===== config.mk =====
export PLATFORM = sky130hd
export DESIGN_NAME = fetch_decode
export DESIGN_NICKNAME = d
export VERILOG_FILES = /design/src/rtl/fetch_decode_pkg.sv /design/src/rtl/fetch_decode.sv
export SDC_FILE = /design/constraint.sdc
export NUM_CORES = 1
export LEC_CHECK = 0
export BUFFER_PORTS_ARGS = -buffer_cell sky130_fd_sc_hd__buf_2
export CAP_MARGIN = 10
export CORE_MARGIN = 5
export CORE_UTILIZATION = 55
export CTS_BUF_LIST = sky130_fd_sc_hd__clkbuf_2 sky130_fd_sc_hd__clkbuf_4 sky130_fd_sc_hd__clkbuf_8
export DETAILED_ROUTE_END_ITERATION = 8
export PLACE_DENSITY_LB_ADDON = 0.25
export SYNTH_ARGS = -nofsm -noshare
export SYNTH_HDL_FRONTEND = slang
export SYNTH_SLANG_ARGS = --single-unit

===== constraint.sdc =====
create_clock -name i_clk -period 4.1 [get_ports i_clk]
set_clock_uncertainty 0.1 [all_clocks]
set_input_delay 1.025 -clock i_clk [delete_from_list [all_inputs] [get_ports i_clk]]
set_output_delay 1.025 -clock i_clk [all_outputs]
set_load 0.02 [all_outputs]

===== src/rtl/fetch_decode_pkg.sv =====
// Shared definitions for the fetch/decode stage: state encoding, instruction
// field positions and the default HALT opcode used by execute-stage decode.
package fetch_decode_pkg;

  typedef enum logic [1:0] {
    ST_FILL   = 2'd0,
    ST_HOLD   = 2'd1,
    ST_HALTED = 2'd2
  } fd_state_e;

  localparam int OPC_MSB = 15;
  localparam int OPC_LSB = 12;
  localparam int RD_MSB  = 11;
  localparam int RD_LSB  = 10;
  localparam int RS_MSB  = 9;
  localparam int RS_LSB  = 8;
  localparam int IMM_MSB = 7;
  localparam int IMM_LSB = 0;

  localparam logic [3:0] DEFAULT_HALT_OPCODE = 4'hF;

  function automatic logic [3:0] opcode_of(input logic [15:0] ir);
    return ir[OPC_MSB:OPC_LSB];
  endfunction

endpackage


===== src/rtl/fetch_decode.sv =====
// Fetch/decode stage: paces the program counter, waits out RAM read latency,
// latches each instruction and presents its fields over valid/ready.
module fetch_decode
  import fetch_decode_pkg::*;
#(
  parameter int         RAM_LATENCY = 1,
  parameter logic [3:0] HALT_OPCODE = DEFAULT_HALT_OPCODE
) (
  input  logic        i_clk,
  input  logic        i_rst_n,
  input  logic [15:0] i_instruction,
  output logic        o_inc,
  output logic        o_valid,
  input  logic        i_ready,
  output logic [3:0]  o_opcode,
  output logic [1:0]  o_rd,
  output logic [1:0]  o_rs,
  output logic [7:0]  o_imm,
  output logic        o_halted,
  output logic [7:0]  o_fetch_count
);

  localparam logic [1:0] LAT_INIT = 2'(RAM_LATENCY);

  fd_state_e   state_r;
  logic [1:0]  wait_cnt_r;
  logic [15:0] ir_r;
  logic        valid_r;
  logic        halted_r;
  logic [7:0]  fetch_count_r;

  logic        accept_s;
  logic        is_halt_s;

  assign accept_s  = (state_r == ST_HOLD) & i_ready;
  assign is_halt_s = (opcode_of(ir_r) == HALT_OPCODE);

  // The counter samples o_inc on the accept edge, so it must be combinational.
  assign o_inc = accept_s & ~is_halt_s;

  assign o_valid       = valid_r;
  assign o_halted      = halted_r;
  assign o_fetch_count = fetch_count_r;
  assign o_opcode      = ir_r[OPC_MSB:OPC_LSB];
  assign o_rd          = ir_r[RD_MSB:RD_LSB];
  assign o_rs          = ir_r[RS_MSB:RS_LSB];
  assign o_imm         = ir_r[IMM_MSB:IMM_LSB];

  // Fetch sequencing: latency countdown, IR capture, handshake and halt.
  always_ff @(posedge i_clk or negedge i_rst_n) begin
    if (!i_rst_n) begin
      state_r       <= ST_FILL;
      wait_cnt_r    <= LAT_INIT;
      ir_r          <= 16'h0000;
      valid_r       <= 1'b0;
      halted_r      <= 1'b0;
      fetch_count_r <= 8'd0;
    end else begin
      case (state_r)
        ST_FILL: begin
          if (wait_cnt_r != 2'd0) begin
            wait_cnt_r <= wait_cnt_r - 2'd1;
          end else begin
            ir_r          <= i_instruction;
            fetch_count_r <= fetch_count_r + 8'd1;
            valid_r       <= 1'b1;
            state_r       <= ST_HOLD;
          end
        end
        ST_HOLD: begin
          if (accept_s) begin
            valid_r <= 1'b0;
            if (is_halt_s) begin
              halted_r <= 1'b1;
              state_r  <= ST_HALTED;
            end else begin
              wait_cnt_r <= LAT_INIT;
              state_r    <= ST_FILL;
            end
          end else begin
            valid_r <= 1'b1;
          end
        end
        ST_HALTED: begin
          valid_r  <= 1'b0;
          halted_r <= 1'b1;
        end
        default: begin
          // Unreachable encoding: restart the fetch sequence.
          valid_r    <= 1'b0;
          halted_r   <= 1'b0;
          wait_cnt_r <= LAT_INIT;
          state_r    <= ST_FILL;
        end
      endcase
    end
  end

endmodule

==> key figures <==
Clocking
  • Root Buffer: clkbuf_4
  • Clock sink total: 30
  • Clk buf depth: 2
  • Setup bufs post-CTS: 0
  • Hold_buf cts: 0
  • Post_cts resized: 0
  • CTS buffer count: 5
  • Clk slew on worst S/H paths: 90 ps
  • Worst-Skew Late Latency: 320 ps
  • H-tree Lvls: 2
  • TritonCTS clock tree: done

Global routing
  • Initial antenna violation count: 0
  • Total track usage: 16.9%
  • Vias in the first global route: 989
  • Grt total ovfl: 0
  • Largest net degree at the start of global routing: 31
  • Global-route wire length before repair: 4.39 mm

Worst setup path
  • Worst Setup End Kind: output pin
  • CP Launch Point: state_r[1]$_DFFE_PN0P_
  • Crit path DAT: 1490 ps
  • Crit start category: flop
  • Worst path max stage delay: 390 ps
  • CP endpoint: o_inc
  • Worst EP required: 2970 ps
  • CP max stage cell: dfrtp_1
  • R2R depth: 5
  • Crit path cell chain: inv_1 -> ha_1 -> and3_1 -> buf_2
  • R2r startpoint: state_r[0]$_DFFE_PN0P_
  • Reg2reg end: wait_cnt_r[0]$_DFFE_PN1P_
  • WS Path Type: flop to output pin
  • Reg2Reg Setup Slack: 2100 ps
  • Crit Path Max Fanout: 6

Floorplanning
  • # rows: 18
  • # IOs: 46
  • Core area: 2410 µm²
  • Initial core utilization: 55.8%
  • Die Y: 59.5 µm
  • Die X: 59.5 µm
  • Die ar.: 3530 µm²

Timing
  • Setup TNS: 0 ps
  • RSZ-0062 raised after global routing: no
  • Final Max Tran Viols: 0
  • Period utilization: 63.7%
  • Final setup violation count: 0
  • Slew headroom: 57.3%
  • Worst Tran Pin Value: 641 ps
  • Final critical-path required period: 2610 ps
  • Final hold vios: 0
  • F_max: 383 MHz
  • Final hold slack: 387 ps

Logic synthesis
  • Synth Area in XOR/XNOR: 4.56%
  • Synthesis Warnings: 0
  • Area share of and/or/nand/nor cells after synthesis: 9.30%
  • Adder-Cell Fraction of Synth Area: 5.58%
  • Compound-Gate Fraction of Synth Area: 4.00%
  • Area contributors post-synth: dfrtp_1 54%, mux2_2 15%, ha_1 5.6%
  • Mapped Nets: 123
  • Unique masters post-synth: 27
  • Area of the mapped netlist: 1350 µm²
  • Top-area cell type share of the netlist area: 54.0%
  • Flops & latches, synth: 30
  • Syn_area_per_cell: 13.7 µm²
  • Sequential-to-total area share from yosys stat: 55.9%
  • Syn Inst Count: 98
  • Leading area contributor after synthesis: dfrtp_1
  • Mux cell area share after synthesis: 17.7%
  • Largest family of logic cells by synthesized area: multiplexers

Pwr
  • Pleak: 0.000927 µW
  • Total power: 494 µW
  • Pwr Density: 299 nW/µm²
  • VDD IR max: 0.248 mV

Hold path
  • Hold WC Path Type: flop to flop
  • Hold path depth: 1

Placed design
  • Placed insts: 170
  • Port bufs: 45
  • DP Wirelength: 1.84 mm
  • Area of placed instances: 1590 µm²
  • GP Congestion: 0.732

Detailed routing
  • DR vias/cell: 5.16
  • DR iter-0 viols: 30
  • Final WL: 2.44 mm
  • Post-detailed-route count of antenna-violating nets: 0
  • # DRC: 0
  • WL/cell: 13.7 µm
  • DR vias: 919
  • Pre-Repair DR Iteration Count: 3

Final layout
  • Most frequent cells in the layout: 45 x buf_2, 29 x dfrtp_1, 18 x mux2_2
  • Layout cell share with drive strength beyond 1: 50.7%
  • Antenna Cells: 0
  • Commonest non-fill, non-tap cell in the layout: buf_2
  • Layout area overhead: 22.7%
  • Design Area, Final: 1650 µm²
  • Final cell count without fillers: 178
  • Layout Nets: 172
  • Fill count: 177

Flow run
  • Max-cap viol count: 0

Status
  • Outcome: finished, final reports clean
==> per-stage QoR <==
step | util [%] | setup slack (ps)
2_1_floorplan | - | 1700
3_3_place_gp | 65.8 | 1540
3_5_place_dp | 65.8 | 1540
4_1_cts | 68.5 | 1460
5_1_grt | 68.5 | 1370
6_report | 68.5 | 1490
==> state kept, by name (all words and copies together), names as in the netlist <==
name / cells
ir_r: 16
o_fetch_count: 8
o_halted: 1
o_valid: 1
state_r: 2
wait_cnt_r: 2
==> area by class of cell <==
cell class	count	area [µm²]	share of cell area, %
clock inverter	1	5.00	0.303
timing repair buffer	45	225	13.6
inverter	5	18.8	1.14
clock buffer	7	58.8	3.56
sequential	30	752	45.6
tap	30	37.5	2.27
multi-input combinational	60	553	33.5
==> critical path, delay by kind of cell (launching register included) <==
kind	cells	cell delay (ps)
buf+inv	2	280
flops	1	390
fa+ha+maj	1	320
simple gates	1	190
==> cells by family (layout without fill, tap and decap cells) <==
kind of cell / count (synthesis) / after routing
xor+xnor: 7 / 7
flops: 30 / 30
compound gates: 5 / 5
buf+inv: 8 / 58
fa+ha+maj: 6 / 6
mux: 21 / 21
simple gates: 21 / 21
==> synthesized netlist by cell type (all sizes together) <==
| master | n |
|---|---|
| a21oi | 1 |
| a21boi | 1 |
| and4 | 3 |
| nor3 | 1 |
| xor2 | 2 |
| nand2 | 5 |
| and3 | 2 |
| nor2 | 2 |
| a2111oi | 1 |
| nand2b | 1 |
| mux2i | 2 |
| nor2b | 1 |
| and2 | 1 |
| nand4 | 3 |
| dfrtp | 29 |
| ha | 6 |
| xnor2 | 5 |
| mux2 | 19 |
| buf | 3 |
| o21ai | 1 |
| dfstp | 1 |
| inv | 5 |
| and2b | 1 |
| o32ai | 1 |
| nor3b | 1 |
==> power breakdown <==
group | internal (µW) | switching [µW] | leakage, µW
Sequential | 296 | 0 | 0.000400
Combinational | 6.24 | 7.50 | 0.000489
Clock | 89.6 | 95.2 | 0.0000387
==> routing by layer <==
metal  GRT usage, %  up-vias  routed length, µm
li1               -      440                  -
met1           19.0      445               1030
met2           27.9       29               1180
met3           5.88        5                181
met4           8.74        0                 45
met5              0        -                  0
==> worst min path at each step <==
stage,from,end,slack (ps)
finish,o_fetch_count[4]$_DFFE_PN0P_,o_fetch_count[4]$_DFFE_PN0P_,390
detailed placement,o_fetch_count[7]$_DFFE_PN0P_,o_fetch_count[7]$_DFFE_PN0P_,380
global route,o_fetch_count[4]$_DFFE_PN0P_,o_fetch_count[4]$_DFFE_PN0P_,420
CTS,o_fetch_count[4]$_DFFE_PN0P_,o_fetch_count[4]$_DFFE_PN0P_,390
global placement,o_fetch_count[7]$_DFFE_PN0P_,o_fetch_count[7]$_DFFE_PN0P_,360
floorplan,wait_cnt_r[1]$_DFFE_PN0P_,wait_cnt_r[1]$_DFFE_PN0P_,390
Note: power is estimated with default switching activity, not from simulation.
